==> src/rtl/counter_bank.sv <==
// Bank of NCH independent up/down counters with step, limit, wrap/saturate/one-shot modes.
// Latency: one cycle from inputs to o_dat/o_tc/o_done; aggregate flags add no extra cycle.
// Backpressure: none; a count applies only when i_en & i_count, otherwise the channel holds.
module counter_bank #(
  parameter int NCH  = 4,
  parameter int DATW = 32,
  parameter int STPW = 8
) (
  input  logic                 i_clk,
  input  logic                 i_rst_n,
  input  logic [NCH*DATW-1:0]  i_init,
  input  logic [NCH*DATW-1:0]  i_limit,
  input  logic [NCH*STPW-1:0]  i_step,
  input  logic [NCH*2-1:0]     i_mode,
  input  logic [NCH-1:0]       i_rst,
  input  logic [NCH-1:0]       i_en,
  input  logic [NCH-1:0]       i_count,
  input  logic [NCH-1:0]       i_updown,
  output logic [NCH*DATW-1:0]  o_dat,
  output logic [NCH-1:0]       o_tc,
  output logic [NCH-1:0]       o_done,
  output logic                 o_any_tc,
  output logic                 o_all_done
);

  localparam logic [1:0] MODE_SAT = 2'b01;
  localparam logic [1:0] MODE_ONE = 2'b10;

  for (genvar k = 0; k < NCH; k++) begin : g_ch
    logic [DATW-1:0] init;
    logic [DATW-1:0] lim;
    logic [STPW-1:0] step;
    logic [1:0]      mode;
    logic [DATW-1:0] cnt_q, cnt_d;
    logic            tc_q, tc_d;
    logic            done_q, done_d;
    // Arithmetic is carried one bit wider so that limit+1 and cnt+step never overflow.
    logic [DATW:0]   cur_x, lim_x, stp_x, l1_x, sum_x;
    logic            pin_mode;

    assign init     = i_init[k*DATW +: DATW];
    assign lim      = i_limit[k*DATW +: DATW];
    assign step     = i_step[k*STPW +: STPW];
    assign mode     = i_mode[k*2 +: 2];
    assign cur_x    = {1'b0, cnt_q};
    assign lim_x    = {1'b0, lim};
    assign stp_x    = {{(DATW+1-STPW){1'b0}}, step};
    assign l1_x     = lim_x + 1'b1;
    assign sum_x    = cur_x + stp_x;
    // Saturate and one-shot both pin at the bound; wrap and the reserved code fold around.
    assign pin_mode = (mode == MODE_SAT) || (mode == MODE_ONE);

    // Next-state: load beats count beats hold; a done channel ignores counts.
    always_comb begin
      cnt_d  = cnt_q;
      tc_d   = 1'b0;
      done_d = done_q;
      if (i_rst[k]) begin
        cnt_d  = (init < lim) ? init : lim;
        done_d = 1'b0;
      end else if (i_en[k] && i_count[k] && !done_q) begin
        if (cnt_q > lim) begin
          // Limit was lowered underneath the counter: snap back into range.
          tc_d  = 1'b1;
          cnt_d = i_updown[k] ? lim : '0;
        end else if (!i_updown[k]) begin
          if (sum_x <= lim_x) begin
            cnt_d = sum_x[DATW-1:0];
          end else begin
            tc_d  = 1'b1;
            cnt_d = pin_mode ? lim : DATW'(sum_x - l1_x);
          end
        end else begin
          if (stp_x <= cur_x) begin
            cnt_d = DATW'(cur_x - stp_x);
          end else begin
            tc_d  = 1'b1;
            cnt_d = pin_mode ? '0 : DATW'(cur_x + l1_x - stp_x);
          end
        end
        if (tc_d && (mode == MODE_ONE)) done_d = 1'b1;
      end
    end

    // Channel state register with asynchronous clear.
    always_ff @(posedge i_clk or negedge i_rst_n) begin
      if (!i_rst_n) begin
        cnt_q  <= '0;
        tc_q   <= 1'b0;
        done_q <= 1'b0;
      end else begin
        cnt_q  <= cnt_d;
        tc_q   <= tc_d;
        done_q <= done_d;
      end
    end

    assign o_dat[k*DATW +: DATW] = cnt_q;
    assign o_tc[k]               = tc_q;
    assign o_done[k]             = done_q;
  end

  assign o_any_tc   = |o_tc;
  assign o_all_done = &o_done;

endmodule

==> config.mk <==
export PLATFORM = sky130hd
export DESIGN_NAME = counter_bank
export DESIGN_NICKNAME = d
export VERILOG_FILES = /design/src/rtl/counter_bank.sv
export SDC_FILE = /design/constraint.sdc
export NUM_CORES = 2
export LEC_CHECK = 0
export ABC_AREA = 1
export CORE_MARGIN = 5
export CORE_UTILIZATION = 35
export DETAILED_ROUTE_END_ITERATION = 6
export GPL_ROUTABILITY_DRIVEN = 0
export PLACE_DENSITY = 0.62
export SYNTH_ARGS = -nofsm -noshare
export SYNTH_HDL_FRONTEND = slang
export SYNTH_SLANG_ARGS = --single-unit
==> constraint.sdc <==
create_clock -name i_clk -period 5.7 [get_ports i_clk]
set_clock_uncertainty 0.2 [all_clocks]
set_input_delay 0.855 -clock i_clk [delete_from_list [all_inputs] [get_ports i_clk]]
set_output_delay 0.855 -clock i_clk [all_outputs]
set_load 0.01 [all_outputs]
## Yosys cells after proc, flatten, opt, wreduce, memory -nomap -nowiden

Index checks and enable logic that the tools add are counted.
W data, S select, Z words.

- $lt $le $gt $ge: 16
- Add/sub/neg operators: 24
- Reductions and logical operators: 34
- Equal/unequal tests: 8
- Mux-type cells: 84

Operators with widths:

| operator | count |
|---|---|
| $mux W32 | 40 |
| $sub A32 B8 Y32 | 8 |
| $add A32 B8 Y33 | 4 |
| $le A33 B32 Y1 | 4 |
| $add A32 B1 Y32 const B | 4 |
| $add A32 B32 Y32 | 4 |
| $gt A32 B32 Y1 | 4 |
| $le A8 B32 Y1 | 4 |
| $lt A32 B32 Y1 | 4 |
| $sub A32 B32 Y32 | 4 |
| $mux W1 | 44 |
| $reduce_bool A2 Y1 | 8 |
| $logic_and A1 B1 Y1 | 12 |
| $eq A2 B1 Y1 const B | 4 |
| $eq A2 B2 Y1 const B | 4 |
| $reduce_and A2 Y1 | 4 |
| $logic_not A1 Y1 | 4 |
| $logic_or A1 B1 Y1 | 4 |
| $reduce_and A4 Y1 | 1 |
| $reduce_or A4 Y1 | 1 |

- Output and inout bits: 138
- Logic and storage cells: 178
- Register bits: 136
- Input port bits: 314

## Depth between registers and ports, before layout

- Word-level depth: 11
- Gate-level depth with buffers: 36
- Gate-level depth less buffers: 34

## Least setup slack after synthesis

OpenSTA, ideal clock, no wires.

- Path kind: input to register
- Start point: input i_limit[0]
- End point: register g_ch[0].cnt_q[31]
- Arrival: 4.339 ns
- Setup time: 0.077 ns
- Data required time: 5.423 ns
- Path buffers: 0
- Cell stages on the path: 32
- Slack: 1.083 ns
- Cells stage by stage: ha_1 > nand2_1 > nor2_1 > inv_1 > nor2_2 > nand3_2 > nor2_2 > inv_2 > nor2_2 > nand3_2 > nor3_2 > nand3_2 > nor3_1 > nand2_1 > nor3_1 > o21ai_0 > ha_1 > inv_1 > ha_1 > a21o_1 > o21bai_1 > a21oi_1 > nand3_1 > a21oi_1 > inv_1 > nand2_1 > nand3_1 > a21oi_1 > nand2_1 > nand2_1 > nand2_1 > a21oi_1

- Word-level cells in the longest chain between the ends: 9
- Elaborated cells on any way between the ends: 16
- Those cells by class: add/sub (4); order compare (3); mux (9)

RTL lines:

| what | line | RTL |
|---|---|---|
| start: declaration | 12 | `input logic [NCH*DATW-1:0] i_limit,` |
| $add A32 B1 Y32 | 48 | `assign l1_x = lim_x + 1'b1;` |
| $add A32 B32 Y32 | 78 | `cnt_d = pin_mode ? '0 : DATW'(cur_x + l1_x - stp_x);` |
| $sub A32 B8 Y32 | 78 |  |
| $mux W32 | 78 |  |
| $mux W32 | 74 | `if (stp_x <= cur_x) begin` |
| $mux W32 | 66 | `end else if (!i_updown[k]) begin` |
| $mux W32 | 62 | `if (cnt_q > lim) begin` |
| $mux W32 | 61 | `end else if (i_en[k] && i_count[k] && !done_q) begin` |
| $mux W32 (*) | 58 | `if (i_rst[k]) begin` |
| end signal: assignment | 92 | `cnt_q <= cnt_d;` |
| end: declaration | 34 | `logic [DATW-1:0] cnt_q, cnt_d;` |

Mark *: on every way between the ends. The rest lies on a longest branch, timed or not. The select of a mux whose other input is x is not followed.
A chain may end at the register's enable or synchronous reset.

## Worst setup path in the final report

- Start point: input i_step[20]
- End point: register g_ch[2].cnt_q[19]

- Word-level cells in the longest chain between the ends: 8
- Elaborated cells on any way between the ends: 14
- Those cells by class: add/sub (4); order compare (2); mux (8)

RTL lines:

| what | line | RTL |
|---|---|---|
| start: declaration | 13 | `input logic [NCH*STPW-1:0] i_step,` |
| $add A32 B8 Y33 | 49 | `assign sum_x = cur_x + stp_x;` |
| $sub A32 B32 Y32 | 71 | `cnt_d = pin_mode ? lim : DATW'(sum_x - l1_x);` |
| $mux W32 | 71 |  |
| $mux W32 | 67 | `if (sum_x <= lim_x) begin` |
| $mux W32 (*) | 66 |  |
| $mux W32 (*) | 62 |  |
| $mux W32 (*) | 61 |  |
| $mux W32 (*) | 58 |  |
| end signal: assignment | 92 |  |
| end: declaration | 34 |  |

Marks and branches as above.

==> qor.txt <==
outcome -> finished with violations
violated checks -> design-rule violations
WS Path Type -> input pin to register
CTS Buf Count -> 17
routed len/inst -> 20.6 um
Mapped Avg Cell Area -> 5.73 sq um
top cells by area, synth -> ha_1, nand2_1, a21oi_1, inv_1, dfrtp_1
FF-to-FF Start -> g_ch[2].cnt_q[1]
vias post-DR -> 66800
Hold Fails Final Rpt -> 0
CP endpoint kind -> register
Post-synth EDFFs -> 0
Synth area leader -> ha_1
DR vias/cell -> 5.58
top cell type's share of synthesized area -> 19.3%
FF+latch count, synth -> 136
Reg2Reg Depth -> 24
cell count after synthesis -> 9010
maximum clock path buffer count -> 2
Area Growth Syn to Fin -> 24.5%
clock root buffer -> clkbuf_16
Multi-input gate area -> 42800 sq um
Starting Density -> 35.1%
Synth Warn # -> 0
layout cell share with drive strength beyond 1 -> 11.1%
RSZ-0062 raised after global routing -> yes
cts hold-fix bufs -> 0
Gate power share -> 82.6%
sequential share of the synthesized area -> 6.59%
Chip Height -> 394 um
Synth Area in Adders -> 21.0%
CP max-delay cell -> clkdlybuf4s50_1
DRT Pass-1 Iters -> 7
Period minus WS final -> 5.51 ns
fin crit share -> 96.6%
Register Area -> 3400 sq um
clock transition at the registers of the reported paths -> 0.11 ns
register share of total power -> 9.3%
antenna violations before repair -> 7
worst hold path type -> input pin to asynchronous set/reset pin
total of max-cap violations -> 0
CP Launch Type -> input pin
Remaining Overflow, GRT -> 0
clock share of power -> 8.1%
Max stage delay on crit path -> 0.54 ns
Fmax -> 182 MHz
IO buf count -> 451
final setup fails -> 0
ys async rst share -> 100%
reg2reg setup slack -> 0.53 ns
Internal Power -> 7.47 mW
Least-Margin Pin Slew -> 1.04 ns
largest family of logic cells by synthesized area -> simple AND/OR/NAND/NOR gates
CP required -> 5.94 ns
Post-Synth XOR/XNOR Area -> 5.70%
row cnt -> 141
relative slew slack -> 30.4%
Die ar. -> 155000 sq um
Nets -> 11200
post-synthesis net count -> 10200
DRC -> 8
vias in the first global route -> 63200
NetSw -> 10.2 mW
Design Area, Final -> 64300 sq um
Worst Setup EP -> g_ch[2].cnt_q[19]
leakage -> 32.7 nW
Core ar. -> 147000 sq um
Placed Area -> 63400 sq um
gr usage total -> 30.2%
final WL -> 247000 um
Iter 0 DRT Violations -> 7386
Synth Flop Type -> dfrtp_1
CP max FO -> 5
proportion of synthesized area in mux cells -> 0%
sw frac -> 57.8%
top-count cell post-synth -> nand2_1
io pins -> 452
commonest cells in the netlist -> nand2_1, inv_1, a21oi_1, nor2_1, ha_1
TritonCTS clock tree -> built
die width -> 394 um
final hold slack -> 0.115 ns
Simple-Gate Fraction of Synth Area -> 37.5%
Critical Path AT -> 5.75 ns
Cell Pwr Density -> 275 nW/um^2
first-pass GRT wire length -> 371000 um
antenna viol nets, final -> 0
crit path from -> i_step[20]
fillers -> 15900
Peak VDD IR -> 0.000193 V
HPWL after DPL -> 205000 um
clock latency on the worst-skew pair -> 0.58 ns
Netlist Area Pre-Place -> 51600 sq um
Unique masters post-synth -> 67
Slew Viols, Final -> 0
clock sinks -> 136
most used cell, CP -> nand2_1
reg2reg end -> g_ch[2].cnt_q[19]
complex-gate fraction of the synthesized area -> 18.0%
H-tree levels -> 4
largest net degree at the start of global routing -> 78
kinds of logic (layout without fill, tap and decap cells):
group,Yosys count,in the layout
simple gates,4527,4527
fa+ha+maj,840,840
compound gates,1733,1733
buf+inv,1438,2466
other cells,0,3
flops,136,136
xor+xnor,336,336
worst min path at each step:
stage	slack, ns	from	cells after the start	to
floorplan	0.31	g_ch[1].done_q	2	g_ch[1].done_q
global placement	0.34	g_ch[1].done_q	2	g_ch[1].done_q
detailed placement	0.35	g_ch[1].done_q	2	g_ch[1].done_q
CTS	0.10	i_rst_n	1	g_ch[0].cnt_q[25]
global route	0.14	i_rst_n	1	g_ch[0].cnt_q[25]
finish	0.12	i_rst_n	1	g_ch[0].cnt_q[25]
timing repair:
action	CTS	global route
gates resized for setup	0	63
setup buffers	0	5
endpoints found under the setup margin	0	39
sequential cells by signal (all words and copies together), names as in the netlist:
signal / cells
g_ch.done_q: 4
g_ch.cnt_q: 128
g_ch.tc_q: 4
layout make-up:
type | count | share of cell area (%)
clock inverters | 14 | 0.307
well taps | 1930 | 3.75
inverters | 1175 | 6.87
diodes | 3 | 0.0117
multi-input cells | 7436 | 66.5
clock buffers | 17 | 0.661
repair buffers | 1260 | 16.6
flip-flops and latches | 136 | 5.29
power by group through the flow:
stage               Sequential [mW]  Combinational (mW)  Clock (mW)
global placement               1.64                13.9           0
detailed placement             1.64                14.1           0
CTS                            1.63                14.2        1.45
finish                         1.65                14.6        1.43
floorplan                      1.45                8.77           0
global route                   1.66                16.0        1.47
worst max-delay path: cells and delay by family:
| family | cells | cell delay (ns) |
|---|---|---|
| fa+ha+maj | 2 | 0.74 |
| compound gates | 6 | 1.19 |
| buf+inv | 4 | 0.95 |
| xor+xnor | 1 | 0.31 |
| simple gates | 14 | 1.67 |
routing by layer:
metal / vias to the layer above / global-route usage [%] / wire length [um]
met5: - / 0 / 44
met2: 3643 / 47.2 / 104000
li1: 31800 / - / -
met1: 30500 / 38.8 / 102000
met4: 6 / 17.2 / 17000
met3: 875 / 6.07 / 23900
cells in the final DEF, fill, tap and decap left out, types with 27 or more instances in the layout:
master	count
a21o_1	46
a21oi_1	876
buf_4	800
clkdlybuf4s50_1	447
dfrtp_1	136
fa_1	44
ha_1	796
inv_1	1129
inv_2	35
nand2_1	2434
nand2_2	29
nand3_1	645
nand3b_1	35
nand4_1	128
nor2_1	865
nor2_2	30
nor3_1	161
nor4_1	45
o211ai_1	53
o21ai_0	576
o21ai_1	29
o21bai_1	27
or2_2	53
xnor2_1	62
xor2_1	265
per-stage QoR:
step	power [mW]	setup TNS, ns	util (%)	cells	setup slack (ns)
after floorplan	10.2	0	-	9010	1.08
after global placement	15.5	-9.14	43.1	11900	-0.412
after detailed placement	15.7	-10.97	43.1	11900	-0.410
after CTS	17.2	0	43.5	12000	0.183
after global routing	19.1	-0.239	43.7	12000	-0.0804
final	17.7	0	43.7	12000	0.192
No activity file was read; power rests on OpenSTA's default activity.
